===== config.mk =====
export PLATFORM = sky130hd
export DESIGN_NAME = omsp_atomic_section_ctrl_flat
export DESIGN_NICKNAME = d
export VERILOG_FILES = /design/src/rtl/omsp_atomic_section_ctrl_if.sv /design/src/rtl/omsp_atomic_section_ctrl.sv /design/src/flat_wrapper.sv
export SDC_FILE = /design/constraint.sdc
export NUM_CORES = 1
export LEC_CHECK = 0
export CAP_MARGIN = 10
export CORE_UTILIZATION = 40
export DETAILED_ROUTE_END_ITERATION = 6
export GPL_TIMING_DRIVEN = 0
export PLACE_DENSITY = 0.6
export SLEW_MARGIN = 10
export SYNTH_ARGS = -nofsm -noshare
export SYNTH_HDL_FRONTEND = slang
export SYNTH_SLANG_ARGS = --single-unit

===== constraint.sdc =====
create_clock -name mclk -period 3.8 [get_ports mclk]
set_clock_uncertainty 0.2 [all_clocks]
set_input_delay 0.38 -clock mclk [delete_from_list [all_inputs] [get_ports mclk]]
set_output_delay 0.38 -clock mclk [all_outputs]
set_load 0.02 [all_outputs]

===== src/rtl/omsp_atomic_section_ctrl_if.sv =====
// Signal bundle between the CPU front end and the atomic section controller.
// The master side drives the instruction and status inputs.
// The slave side (the controller) returns the interrupt gating and the
// violation status.
interface omsp_atomic_section_ctrl_if #(
    parameter int CNT_W      = 8,
    parameter int NEST_DEPTH = 2
);
    logic                                  inst_clix;
    logic [CNT_W-1:0]                      clix_len;
    logic                                  enter_sm;
    logic                                  r2_gie;
    logic                                  irq_detect;
    logic                                  viol_clr;
    logic                                  gie;
    logic                                  atom_violation;
    logic                                  viol_sticky;
    logic [1:0]                            viol_cause;
    logic                                  atom_active;
    logic [$clog2(NEST_DEPTH+1)-1:0]       nest_level;
    logic                                  irq_deferred;

    modport master (
        output inst_clix, clix_len, enter_sm, r2_gie, irq_detect, viol_clr,
        input  gie, atom_violation, viol_sticky, viol_cause, atom_active,
               nest_level, irq_deferred
    );

    modport slave (
        input  inst_clix, clix_len, enter_sm, r2_gie, irq_detect, viol_clr,
        output gie, atom_violation, viol_sticky, viol_cause, atom_active,
               nest_level, irq_deferred
    );
endinterface


===== src/rtl/omsp_atomic_section_ctrl.sv =====
// Atomic section controller.
// The controller masks interrupts during:
//   - a clix section, which can be nested up to NEST_DEPTH levels;
//   - a fixed period after secure-module entry.
// It also flags illegal clix and entry requests.
// Optional build macro ATOM_IRQ_DEFER_EN adds the irq_deferred flag.
// This flag records an interrupt that was held off by an active section.
// Without the macro, irq_deferred is tied low.
//
// state | meaning
// IDLE  | no atomic section, interrupts follow r2_gie
// ENTRY | post-SM-entry atomic window, entry counter running
// CLIX  | one or more clix levels active, level counters running
module omsp_atomic_section_ctrl #(
    parameter int CNT_W        = 8,
    parameter int ATOM_BOUND   = 10,
    parameter int ENTRY_PERIOD = 3,
    parameter int NEST_DEPTH   = 2
) (
    input  logic                           mclk,
    input  logic                           puc_rst,
    omsp_atomic_section_ctrl_if.slave      bus
);
    localparam int LW = $clog2(NEST_DEPTH + 1);

    localparam logic [1:0] IDLE  = 2'd0;
    localparam logic [1:0] ENTRY = 2'd1;
    localparam logic [1:0] CLIX  = 2'd2;

    localparam logic [1:0] CAUSE_NONE = 2'd0;
    localparam logic [1:0] CAUSE_LEN  = 2'd1;
    localparam logic [1:0] CAUSE_NEST = 2'd2;
    localparam logic [1:0] CAUSE_SM   = 2'd3;

    logic [1:0]       state, state_nxt;
    logic [CNT_W-1:0] entry_cnt, entry_cnt_nxt;
    logic [CNT_W-1:0] lvl_cnt     [NEST_DEPTH];
    logic [CNT_W-1:0] lvl_cnt_nxt [NEST_DEPTH];
    logic [LW-1:0]    nest_lvl, nest_lvl_nxt;
    logic [CNT_W-1:0] top_cnt;
    logic             len_ok, nest_ok, flush;
    logic             viol_now;
    logic [1:0]       cause_now;
    logic             viol_sticky_q;
    logic [1:0]       viol_cause_q;
    logic             atom_active_int, gie_int;

    // Remaining count of the innermost active clix level, and acceptance checks.
    always_comb begin
        top_cnt = '0;
        for (int i = 0; i < NEST_DEPTH; i++) begin
            if (int'(nest_lvl) == i + 1) top_cnt = lvl_cnt[i];
        end
        len_ok  = (bus.clix_len <= CNT_W'(ATOM_BOUND));
        nest_ok = (int'(nest_lvl) < NEST_DEPTH) && (bus.clix_len < top_cnt);
    end

    // Violation detection; an early-out in CLIX swallows a coincident clix.
    always_comb begin
        viol_now  = 1'b0;
        cause_now = CAUSE_NONE;
        if (bus.enter_sm) begin
            if (state == ENTRY) begin
                viol_now  = 1'b1;
                cause_now = CAUSE_SM;
            end
        end else if (bus.inst_clix && !(state == CLIX && bus.r2_gie)) begin
            if (!len_ok) begin
                viol_now  = 1'b1;
                cause_now = CAUSE_LEN;
            end else if (state == CLIX && !nest_ok) begin
                viol_now  = 1'b1;
                cause_now = CAUSE_NEST;
            end
        end
    end

    // Next-state, entry counter and clix level stack.
    always_comb begin
        state_nxt     = state;
        entry_cnt_nxt = entry_cnt;
        lvl_cnt_nxt   = lvl_cnt;
        nest_lvl_nxt  = nest_lvl;
        flush         = 1'b0;
        case (state)
            IDLE: begin
                if (bus.enter_sm) begin
                    state_nxt     = ENTRY;
                    entry_cnt_nxt = CNT_W'(ENTRY_PERIOD);
                end else if (bus.inst_clix && len_ok) begin
                    state_nxt      = CLIX;
                    lvl_cnt_nxt[0] = bus.clix_len;
                    nest_lvl_nxt   = LW'(1);
                end
            end
            ENTRY: begin
                if (bus.enter_sm) begin
                    state_nxt     = IDLE;
                    entry_cnt_nxt = '0;
                end else if (bus.inst_clix && len_ok) begin
                    state_nxt      = CLIX;
                    entry_cnt_nxt  = '0;
                    lvl_cnt_nxt[0] = bus.clix_len;
                    nest_lvl_nxt   = LW'(1);
                end else if (entry_cnt == '0) begin
                    state_nxt = IDLE;
                end else begin
                    entry_cnt_nxt = entry_cnt - CNT_W'(1);
                end
            end
            CLIX: begin
                if (bus.enter_sm) begin
                    state_nxt     = ENTRY;
                    entry_cnt_nxt = CNT_W'(ENTRY_PERIOD);
                    flush         = 1'b1;
                end else if (bus.r2_gie) begin
                    state_nxt = IDLE;
                    flush     = 1'b1;
                end else begin
                    for (int i = 0; i < NEST_DEPTH; i++) begin
                        if (i < int'(nest_lvl) && lvl_cnt[i] != '0)
                            lvl_cnt_nxt[i] = lvl_cnt[i] - CNT_W'(1);
                    end
                    // Inner levels are always shorter, so level 1 expiring ends everything.
                    if (lvl_cnt[0] == '0) begin
                        state_nxt = IDLE;
                        flush     = 1'b1;
                    end else if (top_cnt == '0) begin
                        nest_lvl_nxt = nest_lvl - LW'(1);
                    end else if (bus.inst_clix && len_ok && nest_ok) begin
                        for (int i = 0; i < NEST_DEPTH; i++) begin
                            if (i == int'(nest_lvl)) lvl_cnt_nxt[i] = bus.clix_len;
                        end
                        nest_lvl_nxt = nest_lvl + LW'(1);
                    end
                end
            end
            default: begin
                state_nxt     = IDLE;
                entry_cnt_nxt = '0;
                flush         = 1'b1;
            end
        endcase
        if (flush) begin
            for (int i = 0; i < NEST_DEPTH; i++) lvl_cnt_nxt[i] = '0;
            nest_lvl_nxt = '0;
        end
    end

    // State and counter registers.
    always_ff @(posedge mclk or posedge puc_rst) begin
        if (puc_rst) begin
            state     <= IDLE;
            entry_cnt <= '0;
            nest_lvl  <= '0;
            for (int i = 0; i < NEST_DEPTH; i++) lvl_cnt[i] <= '0;
        end else begin
            state     <= state_nxt;
            entry_cnt <= entry_cnt_nxt;
            nest_lvl  <= nest_lvl_nxt;
            lvl_cnt   <= lvl_cnt_nxt;
        end
    end

    // Sticky first-violation capture; a new violation beats a coincident clear.
    always_ff @(posedge mclk or posedge puc_rst) begin
        if (puc_rst) begin
            viol_sticky_q <= 1'b0;
            viol_cause_q  <= CAUSE_NONE;
        end else if (viol_now && (!viol_sticky_q || bus.viol_clr)) begin
            viol_sticky_q <= 1'b1;
            viol_cause_q  <= cause_now;
        end else if (bus.viol_clr) begin
            viol_sticky_q <= 1'b0;
            viol_cause_q  <= CAUSE_NONE;
        end
    end

    assign atom_active_int = (state != IDLE);
    assign gie_int = bus.r2_gie & ~bus.inst_clix & ~bus.enter_sm & ~atom_active_int & ~puc_rst;

    assign bus.gie            = gie_int;
    assign bus.atom_violation = viol_now & ~puc_rst;
    assign bus.viol_sticky    = viol_sticky_q;
    assign bus.viol_cause     = viol_cause_q;
    assign bus.atom_active    = atom_active_int;
    assign bus.nest_level     = nest_lvl;

`ifdef ATOM_IRQ_DEFER_EN
    logic irq_def_q;

    // Remember an interrupt that arrived while a section was holding it off.
    always_ff @(posedge mclk or posedge puc_rst) begin
        if (puc_rst)
            irq_def_q <= 1'b0;
        else if (bus.irq_detect & bus.r2_gie & atom_active_int)
            irq_def_q <= 1'b1;
        else if (gie_int | bus.viol_clr)
            irq_def_q <= 1'b0;
    end

    assign bus.irq_deferred = irq_def_q;
`else
    logic unused_irq_detect;
    assign unused_irq_detect = bus.irq_detect;
    assign bus.irq_deferred  = 1'b0;
`endif
endmodule


===== src/flat_wrapper.sv =====
// flat-port wrapper written by rule: the top's interface ports become plain ports
module omsp_atomic_section_ctrl_flat 
#(
    parameter int CNT_W        = 8,
    parameter int ATOM_BOUND   = 10,
    parameter int ENTRY_PERIOD = 3,
    parameter int NEST_DEPTH   = 2
)
  (mclk, puc_rst, bus_inst_clix, bus_clix_len, bus_enter_sm, bus_r2_gie, bus_irq_detect, bus_viol_clr, bus_gie, bus_atom_violation, bus_viol_sticky, bus_viol_cause, bus_atom_active, bus_nest_level, bus_irq_deferred);
  omsp_atomic_section_ctrl_if #(.CNT_W(CNT_W), .NEST_DEPTH(NEST_DEPTH)) bus_i ();
  input  logic mclk;
  input  logic puc_rst;
  input wire logic [$bits(bus_i.inst_clix)-1:0] bus_inst_clix;
  input wire logic [$bits(bus_i.clix_len)-1:0] bus_clix_len;
  input wire logic [$bits(bus_i.enter_sm)-1:0] bus_enter_sm;
  input wire logic [$bits(bus_i.r2_gie)-1:0] bus_r2_gie;
  input wire logic [$bits(bus_i.irq_detect)-1:0] bus_irq_detect;
  input wire logic [$bits(bus_i.viol_clr)-1:0] bus_viol_clr;
  output wire logic [$bits(bus_i.gie)-1:0] bus_gie;
  output wire logic [$bits(bus_i.atom_violation)-1:0] bus_atom_violation;
  output wire logic [$bits(bus_i.viol_sticky)-1:0] bus_viol_sticky;
  output wire logic [$bits(bus_i.viol_cause)-1:0] bus_viol_cause;
  output wire logic [$bits(bus_i.atom_active)-1:0] bus_atom_active;
  output wire logic [$bits(bus_i.nest_level)-1:0] bus_nest_level;
  output wire logic [$bits(bus_i.irq_deferred)-1:0] bus_irq_deferred;
  assign bus_i.inst_clix = bus_inst_clix;
  assign bus_i.clix_len = bus_clix_len;
  assign bus_i.enter_sm = bus_enter_sm;
  assign bus_i.r2_gie = bus_r2_gie;
  assign bus_i.irq_detect = bus_irq_detect;
  assign bus_i.viol_clr = bus_viol_clr;
  assign bus_gie = bus_i.gie;
  assign bus_atom_violation = bus_i.atom_violation;
  assign bus_viol_sticky = bus_i.viol_sticky;
  assign bus_viol_cause = bus_i.viol_cause;
  assign bus_atom_active = bus_i.atom_active;
  assign bus_nest_level = bus_i.nest_level;
  assign bus_irq_deferred = bus_i.irq_deferred;
  omsp_atomic_section_ctrl #(.CNT_W(CNT_W), .ATOM_BOUND(ATOM_BOUND), .ENTRY_PERIOD(ENTRY_PERIOD), .NEST_DEPTH(NEST_DEPTH)) u_core (.mclk(mclk), .puc_rst(puc_rst), .bus(bus_i));
endmodule

# After elaboration in Yosys (flattened, before gate mapping)
# Cells that the tools add are included.
# Widths: inputs -> output; s select.
totals:
  inputBits: 15
  ram_bits: 0
  elab_cells: 132
  register_bits: 31
  mem_bits_ro: 0
  latch_bits: 0
  n_memories: 0
  out_inout_bits: 9
classes:
  shifts: 0
  addsub: 5
  muxes: 57
  div: 0
  n_mul: 0
  eq_ne: 18
  bitwise_logic: 9
  n_lt_le_gt_ge: 5
  reduce_logical: 31
op_table:
  columns: ["cell", "count"]
  rows:
  - ["$mux 8", 13]
  - ["$mux 16", 6]
  - ["$mux 2", 23]
  - ["$pmux 8 s2", 2]
  - ["$logic_not 8->1", 3]
  - ["$sub 8x1->8 const B", 3]
  - ["$reduce_bool 8->1", 2]
  - ["$ne 3x2->1 const B", 5]
  - ["$ne 4x4->1 const B", 3]
  - ["$mux 1", 10]
  - ["$logic_and 1x1->1", 9]
  - ["$le 8x4->1 const B", 1]
  - ["$lt 8x8->1", 1]
  - ["$reduce_and 7->1", 1]
  - ["$eq 2x2->1 const B", 3]
  - ["$ne 2x1->1 const B", 3]
  - ["$pmux 2 s3", 1]
  - ["$reduce_and 3->1", 2]
  - ["$reduce_bool 2->1", 3]
  - ["$and 1x1->1", 5]
  - ["$reduce_and 5->1", 1]
  - ["$logic_not 2->1", 2]
  - ["$lt 1x2->1 const A", 2]
  - ["$ne 4x3->1 const B", 1]
  - ["other kinds (14)", 20]

# Logic depth before layout (Yosys ltp)
logic_depth:
  depth_word: 13
  mapped_depth: 14
  ltp_nobuf: 12

# Least setup slack after synthesis
# No wires, ideal clock.
synth_path:
  path_type: "flip-flop to flip-flop"
  startpoint: "register u_core.nest_lvl[0], in the netlist u_core.bus.nest_level[0]"
  endpoint: "register u_core.lvl_cnt[11] (netlist bit)"
  t_arrival_ns: 2.893
  path_buffers: 2
  synth_period_minus_slack_ns: 3.221
  stages_incl_launch_ff: 15
  setup_slack_ns: 0.579
  setup_ns: 0.129
  t_required_ns: 3.471
  cell_sequence: "dfrtp_1 > inv_1 > ha_1 > buf_2 > inv_1 > and3_1 > a21oi_1 > ha_1 > a21oi_1 > o211a_1 > nor2b_1 > nand4_1 > buf_2 > and3_1 > a2111o_1"
synth_via:
  elab_chain_cells: 13
synth_rtl:
  columns: ["element", "line", "rtl"]
  rows:
  - ["from (decl)", "omsp_atomic_section_ctrl.sv:39", "logic [LW-1:0] nest_lvl, nest_lvl_nxt;"]
  - ["from (signal assigned)", "omsp_atomic_section_ctrl.sv:160", "nest_lvl <= nest_lvl_nxt;"]
  - ["$eq 2x2->1", "omsp_atomic_section_ctrl.sv:52", "if (int'(nest_lvl) == i + 1) top_cnt = lvl_cnt[i];"]
  - ["$mux 8 (2 in a row)", "omsp_atomic_section_ctrl.sv:52", null]
  - ["$lt 8x8->1", "omsp_atomic_section_ctrl.sv:55", "nest_ok = (int'(nest_lvl) < NEST_DEPTH) && (bus.clix_len < top_cnt);"]
  - ["$logic_and 1x1->1", "omsp_atomic_section_ctrl.sv:55", null]
  - ["$logic_and 1x1->1", "omsp_atomic_section_ctrl.sv:130", "end else if (bus.inst_clix && len_ok && nest_ok) begin"]
  - ["$mux 16", "omsp_atomic_section_ctrl.sv:130", null]
  - ["$mux 16", "omsp_atomic_section_ctrl.sv:128", "end else if (top_cnt == '0) begin"]
  - ["$mux 16 (*)", "omsp_atomic_section_ctrl.sv:125", "if (lvl_cnt[0] == '0) begin"]
  - ["$mux 16 (*)", "omsp_atomic_section_ctrl.sv:116", "end else if (bus.r2_gie) begin"]
  - ["$mux 16 (*)", "omsp_atomic_section_ctrl.sv:112", "if (bus.enter_sm) begin"]
  - ["$pmux 8 s2 (*)", "omsp_atomic_section_ctrl.sv:85", "case (state)"]
  - ["$mux 16 (*)", "omsp_atomic_section_ctrl.sv:144", "if (flush) begin"]
  - ["to (signal assigned)", "omsp_atomic_section_ctrl.sv:161", "lvl_cnt <= lvl_cnt_nxt;"]
  - ["to (decl)", "omsp_atomic_section_ctrl.sv:37", "logic [CNT_W-1:0] lvl_cnt [NEST_DEPTH];"]
# Mark *: on every way between the ends. The rest lies on a longest branch, timed or not. The select of a mux whose other input is x is not followed.
# A chain may end at the register's enable or synchronous reset.

# Worst setup path after layout
layout_path:
  startpoint: "register u_core.nest_lvl[0], in the netlist u_core.bus.nest_level[0]"
  endpoint: "output bus_atom_violation"
layout_via:
  elab_chain_cells: 12
layout_rtl:
  columns: ["element", "line", "rtl"]
  rows:
  - ["$eq 2x2->1", "omsp_atomic_section_ctrl.sv:52", null]
  - ["$mux 8 (2 in a row)", "omsp_atomic_section_ctrl.sv:52", null]
  - ["$lt 8x8->1", "omsp_atomic_section_ctrl.sv:55", null]
  - ["$logic_and 1x1->1 (*)", "omsp_atomic_section_ctrl.sv:55", null]
  - ["$logic_not 1->1 (*)", "omsp_atomic_section_ctrl.sv:71", "end else if (state == CLIX && !nest_ok) begin"]
  - ["$logic_and 1x1->1 (*)", "omsp_atomic_section_ctrl.sv:71", null]
  - ["$mux 1 (*)", "omsp_atomic_section_ctrl.sv:71", null]
  - ["$mux 1 (*)", "omsp_atomic_section_ctrl.sv:68", "if (!len_ok) begin"]
  - ["$mux 1 (*)", "omsp_atomic_section_ctrl.sv:67", "end else if (bus.inst_clix && !(state == CLIX && bus.r2_gie)) begin"]
  - ["$mux 1 (*)", "omsp_atomic_section_ctrl.sv:62", "if (bus.enter_sm) begin"]
  - ["$and 1x1->1 (*)", "omsp_atomic_section_ctrl.sv:183", "assign bus.atom_violation = viol_now & ~puc_rst;"]
  - ["to (decl)", "flat_wrapper.sv:20", "output wire logic [$bits(bus_i.atom_violation)-1:0] bus_atom_violation;"]
# Mark *: on every way between the ends. The rest lies on a longest branch, timed or not.

==> flow_summary.yaml <==
power:
  switching_share: 0.395
  p_leak_uw: 0.00121
  p_int_uw: 890
  clockPowerShare: 0.241
  p_switching_uw: 580
  seq_power_share: 0.335
  finalPower_uw: 1470
  powerDensity_mw_per_mm2: 503
  vdd_drop_max_mv: 0.221
  combPwrFrac: 0.424
synth:
  avgSynthCellArea_sq_um: 8.21
  ys.flop_type: "dfrtp_1"
  synth_area_leaders: "dfrtp_1 (32%), ha_1 (7.6%), a21oi_1 (5.1%), nand2_1 (4.3%), inv_1 (3.2%)"
  synthArstFlopShare: 1.00
  yosysWarnings: 0
  syn_nets: 330
  seq_area_frac_synth: 0.315
  synthCells: 300
  ys_seq_elements: 31
  synth_top_area_cell: "dfrtp_1"
  synthesis.area_sq_mm: 0.00246
  synth_cell_types: 57
  yosysTopAreaCellShare: 0.315
  synth-edff-count: 0
floorplanning:
  die_y_microns: 80.5
  die_w_microns: 80.5
  io_pins: 24
  rows: 28
  core_sq_mm: 0.00592
  die_area_sq_mm: 0.00647
  initial_utilization: 0.416
cts:
  numCtsBuffers: 5
  path_clk_slew_ns: 0.07
  clk_latency_ns: 0.29
  cts_root_buf: "clkbuf_8"
  cts_hold_buffers: 0
  htreeDepth: 2
  cts.path.max_buffers: 2
  cts_tree: "built"
  cts_num_sinks: 31
global_route:
  grt_pass1_vias: 2366
  grt-ovfl-total: 0
  antenna_found_initial: 0
  grt_pass1_wl_mm: 11.5
  grt_max_degree: 33
  track_usage: 0.232
timing:
  final_hold_viol_count: 0
  period_share: 0.944
  slew_viol_final: 0
  fmax_mhz: 279
  finalSetupViolCount: 0
  tightest_slew_ns: 0.763
  slew_headroom: 0.487
  fin_crit_ns: 3.59
place:
  routabilityCongestion: 0.876
  dp.final_hpwl_mm: 4.85
  portBuffers: 21
min_path:
  holdCritPathClass: "flop to flop"
detailed_routing:
  drc: 0
  via_per_inst: 5.91
  drt_first_pass_iters: 5
  wl_mm: 6.60
  dr_total_vias: 2406
  wire_per_inst_microns: 16.2
  ant_nets: 0
  drt_iter0_markers: 125
critical_path:
  critPathKind: "flop to output port"
  cp-start-kind: "flop"
  worstPathMaxFanout: 10
  worstPathRequired_ns: 3.22
  cp-end-kind: "output port"
  cp.arrival_ns: 3.01
cells_and_area:
  multi_input_area_sq_mm: 0.00154
  diodes: 0
  area_growth_syn_to_layout_pct: 18.7
  regArea_sq_um: 777
  fin_util: 0.494
  nets: 361
  num-fill-cells: 608
  drive_above_1_share: 0.102
status:
  outcome: "finished clean"
job:
  maxCapViolCount: 0
worst max-delay path: stages, from the launching register on:
cell,delay [ns]
dfrtp_1,0.43
inv_2,0.10
ha_1,0.14
clkbuf_4,0.20
clkinvlp_4,0.17
and3_1,0.18
a21oi_1,0.14
ha_1,0.28
a21oi_1,0.15
a21oi_1,0.09
a21oi_2,0.17
nand2_2,0.13
a21oi_2,0.18
nor2_1,0.05
dlygate4sd2_1,0.31
cells by family after synthesis:
family	Yosys count	share of synthesized area
other	1	0.00152
adders and majority gates	15	0.0762
muxes	2	0.00864
and+or+nand+nor	121	0.265
xor gates and xnor gates	5	0.0178
buffers and inverters	35	0.0620
AOI/OAI and AO/OA	90	0.254
DFF	31	0.315
cells in the mapped netlist (6+ instances only):
| cell | instances |
|---|---|
| a21oi_1 | 25 |
| and3_1 | 8 |
| nand3_1 | 9 |
| nor2b_1 | 6 |
| nand2b_1 | 6 |
| nand4_1 | 8 |
| nor3_1 | 14 |
| clkbuf_1 | 8 |
| nand2_1 | 28 |
| o21ai_1 | 11 |
| ha_1 | 15 |
| dfrtp_1 | 31 |
| inv_1 | 21 |
| nor2_1 | 20 |
cell usage in the layout (no fill, tap or decap), types with 3 or more instances in the layout:
cell type and count:
ha_1 15, nor2_1 20, o31ai_1 4, a31oi_1 5, nand2_1 27, o21ai_1 11, nor2b_1 6, nand4_1 8
clkbuf_8 6, dfrtp_1 30, nor4_1 3, o22ai_1 4, clkdlybuf4s50_1 20, nor3_1 14, nand2b_1 6, inv_1 18
a211oi_1 4, a21o_1 4, a21oi_1 23, o211ai_1 5, o311ai_1 3, clkbuf_1 7, xnor2_1 5, buf_4 4
and3_1 8, o41ai_1 3, o21ai_0 5, nand3_1 9
worst paths after layout:
kind                                                      startpoint  slack [ns]                                   end  cells past startpoint
max in group asynchronous                                    puc_rst        2.55  u_core.bus.nest_level[1]$_DFFE_PP0P_                      2
min in group asynchronous                                    puc_rst        0.35           u_core.state[1]$_DFFE_PP0P_                      2
worst max register to register  u_core.bus.nest_level[1]$_DFFE_PP0P_        0.33        u_core.lvl_cnt[11]$_DFFE_PP0P_                     13
worst max-delay path            u_core.bus.nest_level[0]$_DFFE_PP0P_        0.21                    bus_atom_violation                     14
worst min register to register       u_core.entry_cnt[7]$_DFFE_PP0P_        0.30       u_core.entry_cnt[7]$_DFFE_PP0P_                      1
worst min-delay path                 u_core.entry_cnt[7]$_DFFE_PP0P_        0.30       u_core.entry_cnt[7]$_DFFE_PP0P_                      1
per-layer routing:
metal,share of wire,GRT usage
met2,0.46,0.386
met3,0.049,0.0250
met1,0.47,0.314
met5,0,0
met4,0.016,0.0732
final cells by class:
| type | count | share of cell area |
|---|---|---|
| Multi-Input combinational cell | 234 | 0.528 |
| Sequential cell | 31 | 0.266 |
| Timing Repair Buffer | 24 | 0.0792 |
| Tap cell | 75 | 0.0321 |
| Inverter | 22 | 0.0295 |
| Clock buffer | 6 | 0.0282 |
| Buffer | 13 | 0.0252 |
| Clock inverter | 2 | 0.0120 |
metrics by stage:
stage,TNS (ns),cells,hold WS [ns],setup slack [ns],instance area [sq um]
CTS,0,406,0.289,0.0709,2910
detailed placement,-0.0946,396,0.279,-0.0946,2770
global route,-0.00747,407,0.315,-0.00747,2920
global placement,-0.103,396,0.270,-0.103,2770
finish,0,407,0.295,0.212,2920
floorplan,0,300,0.250,0.579,2460
flip-flops by register name (all words and copies together) (netlist names):
| name | cells |
|---|---|
| u_core.bus.nest_level | 2 |
| u_core.bus.viol_cause | 2 |
| u_core.state | 2 |
| u_core.entry_cnt | 8 |
| u_core.lvl_cnt | 16 |
| u_core.bus.viol_sticky | 1 |
power groups by stage:
stage | sequential [uW] | combinational, uW | clock (uW)
2_1_floorplan | 486 | 451 | 0
3_3_place_gp | 493 | 605 | 0
3_5_place_dp | 496 | 612 | 0
4_1_cts | 490 | 619 | 361
5_1_grt | 506 | 712 | 373
6_report | 493 | 623 | 354
timing repair:
action,4_1_cts,5_1_grt
buffers inserted,2,1
pin swaps,0,1
gates resized for setup,5,4
setup endpoints to repair,1,2
(Power assumes the default switching activity.)
